## src/rtl/ysyx_24080014_pkg.sv

```systemverilog
`default_nettype none
// +----------------------------------------------------------------------------+
// | Module   : ysyx_24080014_pkg                                               |
// | Purpose  : Shared constants for write-back arbitration and CSR control.    |
// | Revision : 1.0 - initial release                                           |
// +----------------------------------------------------------------------------+
package ysyx_24080014_pkg;

    localparam int         WB_N   = 3;
    localparam logic [1:0] WB_EXU = 2'd0;
    localparam logic [1:0] WB_LSU = 2'd1;
    localparam logic [1:0] WB_CSR = 2'd2;

    localparam logic [11:0] CSR_NONE    = 12'h000;
    localparam logic [11:0] CSR_MSTATUS = 12'h300;
    localparam logic [11:0] CSR_MTVEC   = 12'h305;
    localparam logic [11:0] CSR_MEPC    = 12'h341;
    localparam logic [11:0] CSR_MCAUSE  = 12'h342;

    typedef enum logic [1:0] {
        CTL_NONE  = 2'd0,
        CTL_ECALL = 2'd1,
        CTL_MRET  = 2'd2
    } csr_ctl_e;

    // Requester that follows idx in the exu -> lsu -> csr ring.
    function automatic logic [1:0] wb_next(input logic [1:0] idx);
        return (idx == WB_CSR) ? WB_EXU : idx + 2'd1;
    endfunction

endpackage
`default_nettype wire

```

## src/rtl/ysyx_24080014_rr_arb3.sv

```systemverilog
`default_nettype none
// +----------------------------------------------------------------------------+
// | Module   : ysyx_24080014_rr_arb3                                           |
// | Purpose  : 3-way one-hot grant. Round-robin when YSYX_24080014_WB_RR_EN is |
// |            defined, otherwise fixed priority csr > lsu > exu.              |
// | Revision : 1.0 - initial release                                           |
// +----------------------------------------------------------------------------+
module ysyx_24080014_rr_arb3
    import ysyx_24080014_pkg::*;
(
`ifdef YSYX_24080014_WB_RR_EN
    input  logic            clk,
`endif
    input  logic            rst_n,
    input  logic [WB_N-1:0] i_req,
    output logic [WB_N-1:0] o_grant
);

`ifdef YSYX_24080014_WB_RR_EN
    logic [1:0] r_ptr;
    logic [1:0] w_ptr_nxt;
    logic [1:0] w_win;
    logic       w_hit;
    logic [2:0] w_slot;

    always_ff @(posedge clk or negedge rst_n) begin
        if (!rst_n) begin
            r_ptr <= WB_EXU;
        end else begin
            r_ptr <= w_ptr_nxt;
        end
    end

    // Scan the ring starting at the pointer; the first requester found wins.
    always_comb begin
        w_hit  = 1'b0;
        w_win  = WB_EXU;
        w_slot = 3'd0;
        for (int k = 0; k < WB_N; k++) begin
            w_slot = {1'b0, r_ptr} + 3'(k);
            if (w_slot >= 3'(WB_N)) begin
                w_slot = w_slot - 3'(WB_N);
            end
            if (!w_hit && i_req[w_slot[1:0]]) begin
                w_hit = 1'b1;
                w_win = w_slot[1:0];
            end
        end
        w_ptr_nxt = w_hit ? wb_next(w_win) : r_ptr;
    end

    always_comb begin
        o_grant = '0;
        if (w_hit && rst_n) begin
            o_grant[w_win] = 1'b1;
        end
    end
`else
    always_comb begin
        o_grant = '0;
        if (rst_n) begin
            if (i_req[WB_CSR]) begin
                o_grant[WB_CSR] = 1'b1;
            end else if (i_req[WB_LSU]) begin
                o_grant[WB_LSU] = 1'b1;
            end else if (i_req[WB_EXU]) begin
                o_grant[WB_EXU] = 1'b1;
            end
        end
    end
`endif

endmodule
`default_nettype wire

```

## src/rtl/ysyx_24080014_wbu_arb.sv

```systemverilog
`default_nettype none
// +----------------------------------------------------------------------------+
// | Module   : ysyx_24080014_wbu_arb                                           |
// | Purpose  : Write-back arbiter, GPR write-port register and busy scoreboard.|
// |            Policy selected by YSYX_24080014_WB_RR_EN (see rr_arb3).        |
// | Revision : 1.0 - initial release                                           |
// +----------------------------------------------------------------------------+
module ysyx_24080014_wbu_arb
    import ysyx_24080014_pkg::*;
#(
    parameter int XLEN   = 32,
    parameter int NR_GPR = 32
) (
    input  logic                      clk,
    input  logic                      rst_n,

    input  logic                      exu_valid,
    output logic                      exu_ready,
    input  logic [$clog2(NR_GPR)-1:0] exu_rd,
    input  logic [XLEN-1:0]           exu_data,

    input  logic                      lsu_valid,
    output logic                      lsu_ready,
    input  logic [$clog2(NR_GPR)-1:0] lsu_rd,
    input  logic [XLEN-1:0]           lsu_data,

    input  logic                      csr_valid,
    output logic                      csr_ready,
    input  logic [$clog2(NR_GPR)-1:0] csr_rd,
    input  logic [XLEN-1:0]           csr_data,
    input  logic [11:0]               csr_waddr,
    input  logic [1:0]                csr_ctl,

    input  logic                      iss_valid,
    output logic                      iss_ready,
    input  logic [$clog2(NR_GPR)-1:0] iss_rs1,
    input  logic [$clog2(NR_GPR)-1:0] iss_rs2,
    input  logic [$clog2(NR_GPR)-1:0] iss_rd,
    input  logic                      iss_rs1_en,
    input  logic                      iss_rs2_en,
    input  logic                      iss_rd_en,

    output logic                      RegWr,
    output logic [$clog2(NR_GPR)-1:0] rd,
    output logic [XLEN-1:0]           rd_data,
    output logic [11:0]               csrs_rs1_write_add,
    output logic [1:0]                csrs_ctl
);

    localparam int IDX_W = $clog2(NR_GPR);

    logic [WB_N-1:0]   w_req;
    logic [WB_N-1:0]   w_grant;
    logic              w_fire;
    logic              w_wr_en;
    logic [IDX_W-1:0]  w_rd;
    logic [XLEN-1:0]   w_data;
    logic [11:0]       w_caddr;
    logic [1:0]        w_cctl;

    logic              r_regwr;
    logic [IDX_W-1:0]  r_rd;
    logic [XLEN-1:0]   r_data;
    logic [11:0]       r_caddr;
    logic [1:0]        r_cctl;

    logic [NR_GPR-1:0] r_busy;
    logic [NR_GPR-1:0] w_busy_nxt;
    logic              w_iss_set;

    assign w_req = {csr_valid, lsu_valid, exu_valid};

    ysyx_24080014_rr_arb3 u_arb (
`ifdef YSYX_24080014_WB_RR_EN
        .clk     (clk),
`endif
        .rst_n   (rst_n),
        .i_req   (w_req),
        .o_grant (w_grant)
    );

    assign exu_ready = w_grant[WB_EXU];
    assign lsu_ready = w_grant[WB_LSU];
    assign csr_ready = w_grant[WB_CSR];
    assign w_fire    = |(w_req & w_grant);

    // CSR wins always raise the write enable: the GPR file gates CSR writes with it.
    always_comb begin
        w_rd    = '0;
        w_data  = '0;
        w_caddr = CSR_NONE;
        w_cctl  = CTL_NONE;
        w_wr_en = 1'b0;
        if (w_grant[WB_CSR]) begin
            w_rd    = csr_rd;
            w_data  = csr_data;
            w_caddr = csr_waddr;
            w_cctl  = csr_ctl;
            w_wr_en = 1'b1;
        end else if (w_grant[WB_LSU]) begin
            w_rd    = lsu_rd;
            w_data  = lsu_data;
            w_wr_en = (lsu_rd != '0);
        end else if (w_grant[WB_EXU]) begin
            w_rd    = exu_rd;
            w_data  = exu_data;
            w_wr_en = (exu_rd != '0);
        end
    end

    always_ff @(posedge clk or negedge rst_n) begin
        if (!rst_n) begin
            r_regwr <= 1'b0;
            r_rd    <= '0;
            r_data  <= '0;
            r_caddr <= CSR_NONE;
            r_cctl  <= CTL_NONE;
        end else begin
            r_regwr <= w_fire & w_wr_en;
            if (w_fire) begin
                r_rd    <= w_rd;
                r_data  <= w_data;
                r_caddr <= w_caddr;
                r_cctl  <= w_cctl;
            end
        end
    end

    assign RegWr              = r_regwr;
    assign rd                 = r_rd;
    assign rd_data            = r_data;
    assign csrs_rs1_write_add = r_caddr;
    assign csrs_ctl           = r_cctl;

    assign iss_ready = !(iss_rs1_en && r_busy[iss_rs1])
                     & !(iss_rs2_en && r_busy[iss_rs2])
                     & !(iss_rd_en  && r_busy[iss_rd]);

    assign w_iss_set = iss_valid & iss_ready & iss_rd_en & (iss_rd != '0);

    // Retire clears first so a same-cycle issue to that index keeps it busy.
    always_comb begin
        w_busy_nxt = r_busy;
        if (r_regwr) begin
            w_busy_nxt[r_rd] = 1'b0;
        end
        if (w_iss_set) begin
            w_busy_nxt[iss_rd] = 1'b1;
        end
        w_busy_nxt[0] = 1'b0;
    end

    always_ff @(posedge clk or negedge rst_n) begin
        if (!rst_n) begin
            r_busy <= '0;
        end else begin
            r_busy <= w_busy_nxt;
        end
    end

endmodule
`default_nettype wire

```

## config.mk

```make
export PLATFORM = sky130hd
export DESIGN_NAME = ysyx_24080014_wbu_arb
export DESIGN_NICKNAME = d
export VERILOG_FILES = /design/src/rtl/ysyx_24080014_pkg.sv /design/src/rtl/ysyx_24080014_rr_arb3.sv /design/src/rtl/ysyx_24080014_wbu_arb.sv
export SDC_FILE = /design/constraint.sdc
export NUM_CORES = 1
export LEC_CHECK = 0
export ABC_AREA = 1
export BUFFER_PORTS_ARGS = -buffer_cell sky130_fd_sc_hd__buf_2
export CORE_ASPECT_RATIO = 0.7
export CORE_MARGIN = 8
export CORE_UTILIZATION = 54
export CTS_CLUSTER_DIAMETER = 200
export DETAILED_ROUTE_END_ITERATION = 10
export GPL_ROUTABILITY_DRIVEN = 0
export GPL_TIMING_DRIVEN = 0
export PLACE_DENSITY = 0.94
export SLEW_MARGIN = 20
export SYNTH_ARGS = -nofsm -noshare
export SYNTH_HDL_FRONTEND = slang
export SYNTH_SLANG_ARGS = --single-unit
```

## constraint.sdc

```tcl
create_clock -name clk -period 3.2 [get_ports clk]
set_input_delay 0.64 -clock clk [delete_from_list [all_inputs] [get_ports clk]]
set_output_delay 0.64 -clock clk [all_outputs]
set_load 0.01 [all_outputs]
```

==> impl_metrics.toml, run 1 <==
[synthesis]
ys_async_sr_fraction = 1.000
syn-num-nets = 872
ys_top_cells_by_area = "dfrtp_1 (40%), nand2_1 (12%), inv_1 (7.4%)"
syn_inst = 723
yosysUniqueCellTypes = 30
seq_area_frac_synth = 0.3956
synth_top_cell_area_share = 0.3956
syn_area_per_cell_um2 = 7.261
synth_seq_cells = 83
synth_edf_count = 0
ys_warn_count = 0
synth_area_mm2 = 0.005250
synth_top_area_cell = "dfrtp_1"
synthFlopType = "dfrtp_1"

[placement]
placedCellCount = 1054
port-buffer-count = 202
dpl.hpwl_mm = 15.21
dp_slack_ns = 0.09196

[clock_network]
postCtsSetupBuffers = 0
clockBufferDepth = 2
hold_buffers = 0
cts_buffers = 9
clkSinkCount = 83
cts-resized-gates = 0
cts_root_buf = "clkbuf_16"
clk_pin_slew_ns = 0.06
tritoncts = "built"
htreeDepth = 3
clock_latency_ns = 0.34

[sta]
tightest_slew_ns = 0.5933
max_freq_mhz = 344.1
period_share = 0.9082
fin_crit_ns = 2.906
hold_violations = 0
setup_viol = 0
slew_headroom = 0.6045
report.final.slew_viol_count = 0
timing.final.ws_setup_ns = 0.2936
finClkSkew_ns = 0.004776
grt_setup_unrepaired = "no"

[setup_path]
cp_top_family = "buffers and inverters"
rrSetupSlack_ns = 1.46
r2r_end = "r_busy[9]$_DFF_PN0_"
critical_path_class = "primary input to primary output"
ff2ff_path_depth = 10
cp_cell_sequence = "buf_4, buf_16, nand2_1, clkinv_1, buf_2"
startpoint_type = "primary input"
startpoint = "rst_n"
required_ns = 2.56
cp_max_fo = 61
slowest_delay_ns = 0.48
critical-path-slowest-cell = "clkinv_1"
reg2reg_from = "r_busy[23]$_DFF_PN0_"
worst-path-buf-inv = 4
crit_path_end_kind = "primary output"
cp.arrival_ns = 2.27

[final_layout]
mostFrequentLayoutCells = "buf_2 (209), nand2_1 (163), inv_1 (103), dfrtp_1 (83), nor2_1 (76)"
final_common_cell = "buf_2"
syn2layout_area_growth_pct = 28.96
final_cells = 1068
finalNetCount = 1083
final_layout_size_suffix_gt1_frac = 0.2961

[grt]
grt_pass1_vias = 5981
antenna_found_initial = 1
grt_max_degree = 62
grt.overflow.total = 0
grt_pass1_wl_mm = 31.04
grt_usage = 0.2940

[route]
post_drt_wl_per_cell_um = 18.29
drc = 0
wl_mm = 19.53
vias = 6339
via_per_inst = 5.935
ant_nets = 0
drtIter0Drc = 783
firstDrtPassIters = 7

[worst_hold_path]
min_path_type = "primary input to asynchronous set/reset pin"

[floorplan]
core_mm2 = 0.009572
ios = 205
rows = 30
die_y_um = 98.50
start_util = 0.5485
chipWidth_um = 133.9
fp.dieArea_mm2 = 0.01318

[pwr]
irDropWorstVdd_v = 0.0004031
p_leak_nw = 3.509
p_per_area_mw_per_mm2 = 594.6

[job]
max_cap_viol_count = 0

[outcome]
status = "complete, no violations"
-- stage by stage --
step | setup TNS, ns | hold slack, ns | utilization | power (mW) | instance area (um2)
floorplan | 0 | 0.3444 | - | 2.349 | 5250
global placement | -28.35 | 0.4895 | 0.6709 | 2.805 | 6421
detailed placement | 0 | 0.4945 | 0.6740 | 2.861 | 6451
CTS | 0 | 0.2026 | 0.7082 | 3.995 | 6779
global route | 0 | 0.2148 | 0.7073 | 4.246 | 6770
finish | 0 | 0.1953 | 0.7073 | 4.025 | 6770
-- worst max-delay path by stage --
stage	to	slack [ns]	depth (start not counted)
global placement	csr_ready	-0.94	5
detailed placement	lsu_ready	0.09	8
floorplan	iss_ready	0.85	13
finish	csr_ready	0.29	5
global route	csr_ready	0.11	5
CTS	lsu_ready	0.08	8
-- cell families after synthesis --
family | count (synthesis) | synth area share
compound gates | 151 | 0.1811
simple gates | 343 | 0.3034
flops | 83 | 0.3956
buf+inv | 146 | 0.1199
-- per-layer routing --
metal | share of wire | routed length (um) | global-route usage | vias up
met5 | 0 | 0 | 0 | -
met2 | 0.45 | 8699 | 0.4495 | 461
li1 | - | - | - | 2837
met1 | 0.39 | 7696 | 0.3777 | 2951
met4 | 0.049 | 955 | 0.1479 | 0
met3 | 0.11 | 2177 | 0.07825 | 90
-- sequential cells by signal, indices dropped and copies added (netlist names) --
register	flops
RegWr	1
r_busy	31
rd	5
rd_data	32
csrs_ctl	2
csrs_rs1_write_add	12
-- layout make-up --
| type | count | area [um2] |
|---|---|---|
| fill | 744 | 2801 |
| multi-input combinational | 494 | 2544 |
| sequential | 83 | 2077 |
| timing repair buffer | 203 | 1041 |
| inverter | 109 | 409.1 |
| clock buffer | 11 | 252.7 |
| buffer | 34 | 209.0 |
| tap | 128 | 160.2 |
| clock inverter | 5 | 75.07 |
| antenna | 1 | 2.502 |
-- report_power, final --
| part | switching, mW | leakage (nW) | internal (mW) | total, mW |
|---|---|---|---|---|
| clock | 0.408 | 0.165 | 0.721 | 1.13 |
| combinational | 0.791 | 2.37 | 0.497 | 1.29 |
| sequential | 0.269 | 0.970 | 1.34 | 1.61 |
-- synth_stat cells (3+ instances only) --
| cell type | n |
|---|---|
| nand2_1 | 163 |
| inv_1 | 103 |
| dfrtp_1 | 83 |
| nor2_1 | 76 |
| nand3_1 | 59 |
| o21ai_0 | 56 |
| a221oi_1 | 36 |
| o22ai_1 | 34 |
| nand3_2 | 29 |
| clkbuf_1 | 16 |
| o21ai_1 | 14 |
| buf_2 | 8 |
| nor3_1 | 8 |
| a21oi_1 | 6 |
| inv_2 | 5 |
| buf_4 | 4 |
| buf_1 | 3 |
| buf_6 | 3 |
| buf_8 | 3 |
Note: power is estimated with default switching activity, not from simulation.
==> run 2, diff against run 1 <==
--- a/config.mk
+++ b/config.mk
@@ -15,6 +15,7 @@
 export GPL_ROUTABILITY_DRIVEN = 0
 export GPL_TIMING_DRIVEN = 0
 export PLACE_DENSITY = 0.94
+export REMOVE_ABC_BUFFERS = 1
 export SLEW_MARGIN = 20
 export SYNTH_ARGS = -nofsm -noshare
 export SYNTH_HDL_FRONTEND = slang
==> run 2 against run 1 <==
  * Critical path depth up 8
  * Fmax fell by 6.0%
  * Critical endpoint is now iss_ready
  * Register-to-register slack got worse by 0.29 ns
==> impl_metrics.toml, run 2 (synthesis results as in run 1) <==
[pwr]
pwr-share-clk = 0.248
p_per_area_mw_per_mm2 = 570.3
p_leak_nw = 3.384
p_switching_mw = 1.404
p_total_mw = 3.754
irDropWorstVdd_v = 0.0003105
switching_share = 0.3739
internal-power_mw = 2.350
p_comb_frac = 0.329
p_seq_frac = 0.422

[clock_network]
hold_buffers = 0
tritoncts = "built"
clkSinkCount = 83
cts_root_buf = "clkbuf_16"
clk_pin_slew_ns = 0.06
htreeDepth = 3
clock_latency_ns = 0.34
postCtsSetupBuffers = 0
cts_buffers = 9
clockBufferDepth = 2

[setup_path]
slowest_delay_ns = 0.36
startpoint_type = "primary input"
cp_cell_sequence = "buf_2, inv_1, nor2_2, a21oi_2, nand2_1, nand2_1, nand2_1, nor2_1, nand2_1, nand2_1, nand2_2, nor2_8, buf_2"
worst-path-buf-inv = 3
cp_max_fo = 16
reg2reg_from = "r_busy[11]$_DFF_PN0_"
cp_top_family = "simple AND/OR/NAND/NOR gates"
crit_path_end_kind = "primary output"
crit_path_frequent_cell = "nand2_1"
startpoint = "iss_rd[1]"
critical-path-slowest-cell = "nor2_8"
cp.arrival_ns = 2.45
required_ns = 2.56
critical_path_class = "primary input to primary output"

[job]
max_cap_viol_count = 0

[route]
vias = 5864
drtIter0Drc = 552
wl_mm = 18.49
firstDrtPassIters = 5
via_per_inst = 5.649
drc = 0
post_drt_wl_per_cell_um = 17.81
ant_nets = 0

[grt]
grt_usage = 0.2735
grt_util_met3 = 0.07317
grt_max_degree = 60
grt_pass1_vias = 5578
antenna_found_initial = 0
use_met2 = 0.4395
grt_pass1_wl_mm = 28.93
use_met1 = 0.3394
busiest_layer = "met2"
grt.overflow.total = 0

[sta]
timing.final.ws_setup_ns = 0.1090
hold_violations = 0
grt_setup_unrepaired = "no"
fin_crit_ns = 3.091
finClkSkew_ns = 0.006070
max_freq_mhz = 323.5
hold_ws_ns = 0.2173
setup_viol = 0
tightest_slew_ns = 0.7991
slew_headroom = 0.4643
report.final.slew_viol_count = 0
period_share = 0.9659

[final_layout]
final_util = 0.6877
seqCellArea_mm2 = 0.002077
final_common_cell = "buf_2"
final_cell_area_mm2 = 0.006583
mostFrequentLayoutCells = "buf_2 (202), nand2_1 (162), inv_1 (101), dfrtp_1 (83), nor2_1 (76)"
finalNetCount = 1055
syn2layout_area_growth_pct = 25.38
final_layout_size_suffix_gt1_frac = 0.2934
multi_input_area_mm2 = 0.002572
fillerInstances = 804
n_antenna_cell = 0
largest_reg_flops = 32

[floorplan]
die_y_um = 98.50
ios = 205
fp.dieArea_mm2 = 0.01318
start_util = 0.5485
core_mm2 = 0.009572
rows = 30
chipWidth_um = 133.9

[placement]
port-buffer-count = 204
dp_slack_ns = -0.4020
dpl.hpwl_mm = 13.62
placed_cell_area_mm2 = 0.006277

[worst_hold_path]
min_path_type = "primary input to asynchronous set/reset pin"

[outcome]
status = "complete, no violations"
-- run 2: cell count changes in the layout (fill, tap and decap cells not counted), moves of 3 or more --
cell and delta:
clkbuf_1 -11, buf_2 -7, buf_4 -4, buf_6 -3
buf_8 -3
-- run 2: final timing paths --
path | to | slack (ns) | depth (start not counted)
worst min-delay path | r_busy[6]$_DFF_PN0_ | 0.22 | 1
worst max register to register | r_busy[2]$_DFF_PN0_ | 1.17 | 13
min in group clk | csrs_ctl[1]$_DFFE_PN0P_ | 0.50 | 3
worst min register to register | r_busy[22]$_DFF_PN0_ | 0.51 | 2
max in group asynchronous | r_busy[29]$_DFF_PN0_ | 2.37 | 2
worst max-delay path | iss_ready | 0.11 | 13
-- run 2: worst register-to-register path, cell delays in order, from the launching register on --
cell and delay, ns:
dfrtp_1 0.42, nand2_1 0.07, o21ai_0 0.08, nand2_1 0.07, nand2_1 0.05, nand2_1 0.06
nand2_1 0.06, nor2_1 0.13, nand2_1 0.07, nand2_1 0.07, nand2_2 0.12, nor2_4 0.56
nand3_2 0.12, nand2_1 0.09
-- run 2: cell type report --
type                    count  area share
inverters                 109     0.06368
repair inverters            2    0.001521
well taps                 128     0.02433
clock buffers              13     0.03802
repair buffers            206      0.1642
multi-input cells         495      0.3908
clock inverters             2    0.001901
flip-flops and latches     83      0.3155
-- run 2: repair_timing --
| item | 4_1_cts | 5_1_grt |
|---|---|---|
| pin swaps | 1 | 0 |
| setup endpoints to repair | 3 | 3 |
| gates resized for setup | 3 | 3 |
| gates cloned | 1 | 2 |
-- run 2: per-stage QoR --
| step | setup TNS [ns] | cells |
|---|---|---|
| after floorplan | 0 | 686 |
| after global placement | -127.25 | 1018 |
| after detailed placement | -5.664 | 1020 |
| after CTS | 0 | 1036 |
| after global routing | 0 | 1038 |
| final | 0 | 1038 |
-- run 2: routing by layer --
metal | up-vias | share of wire
met5 | - | 0
met4 | 0 | 0.034
met3 | 58 | 0.10
met2 | 355 | 0.47
met1 | 2673 | 0.39
li1 | 2778 | -
-- run 2: power groups by stage --
stage / registers, mW / clock network [mW] / logic (mW)
after floorplan: 1.57 / 0 / 0.722
after global placement: 1.58 / 0 / 1.16
after detailed placement: 1.58 / 0 / 1.20
after CTS: 1.57 / 0.940 / 1.22
after global routing: 1.63 / 0.987 / 1.39
final: 1.59 / 0.933 / 1.24
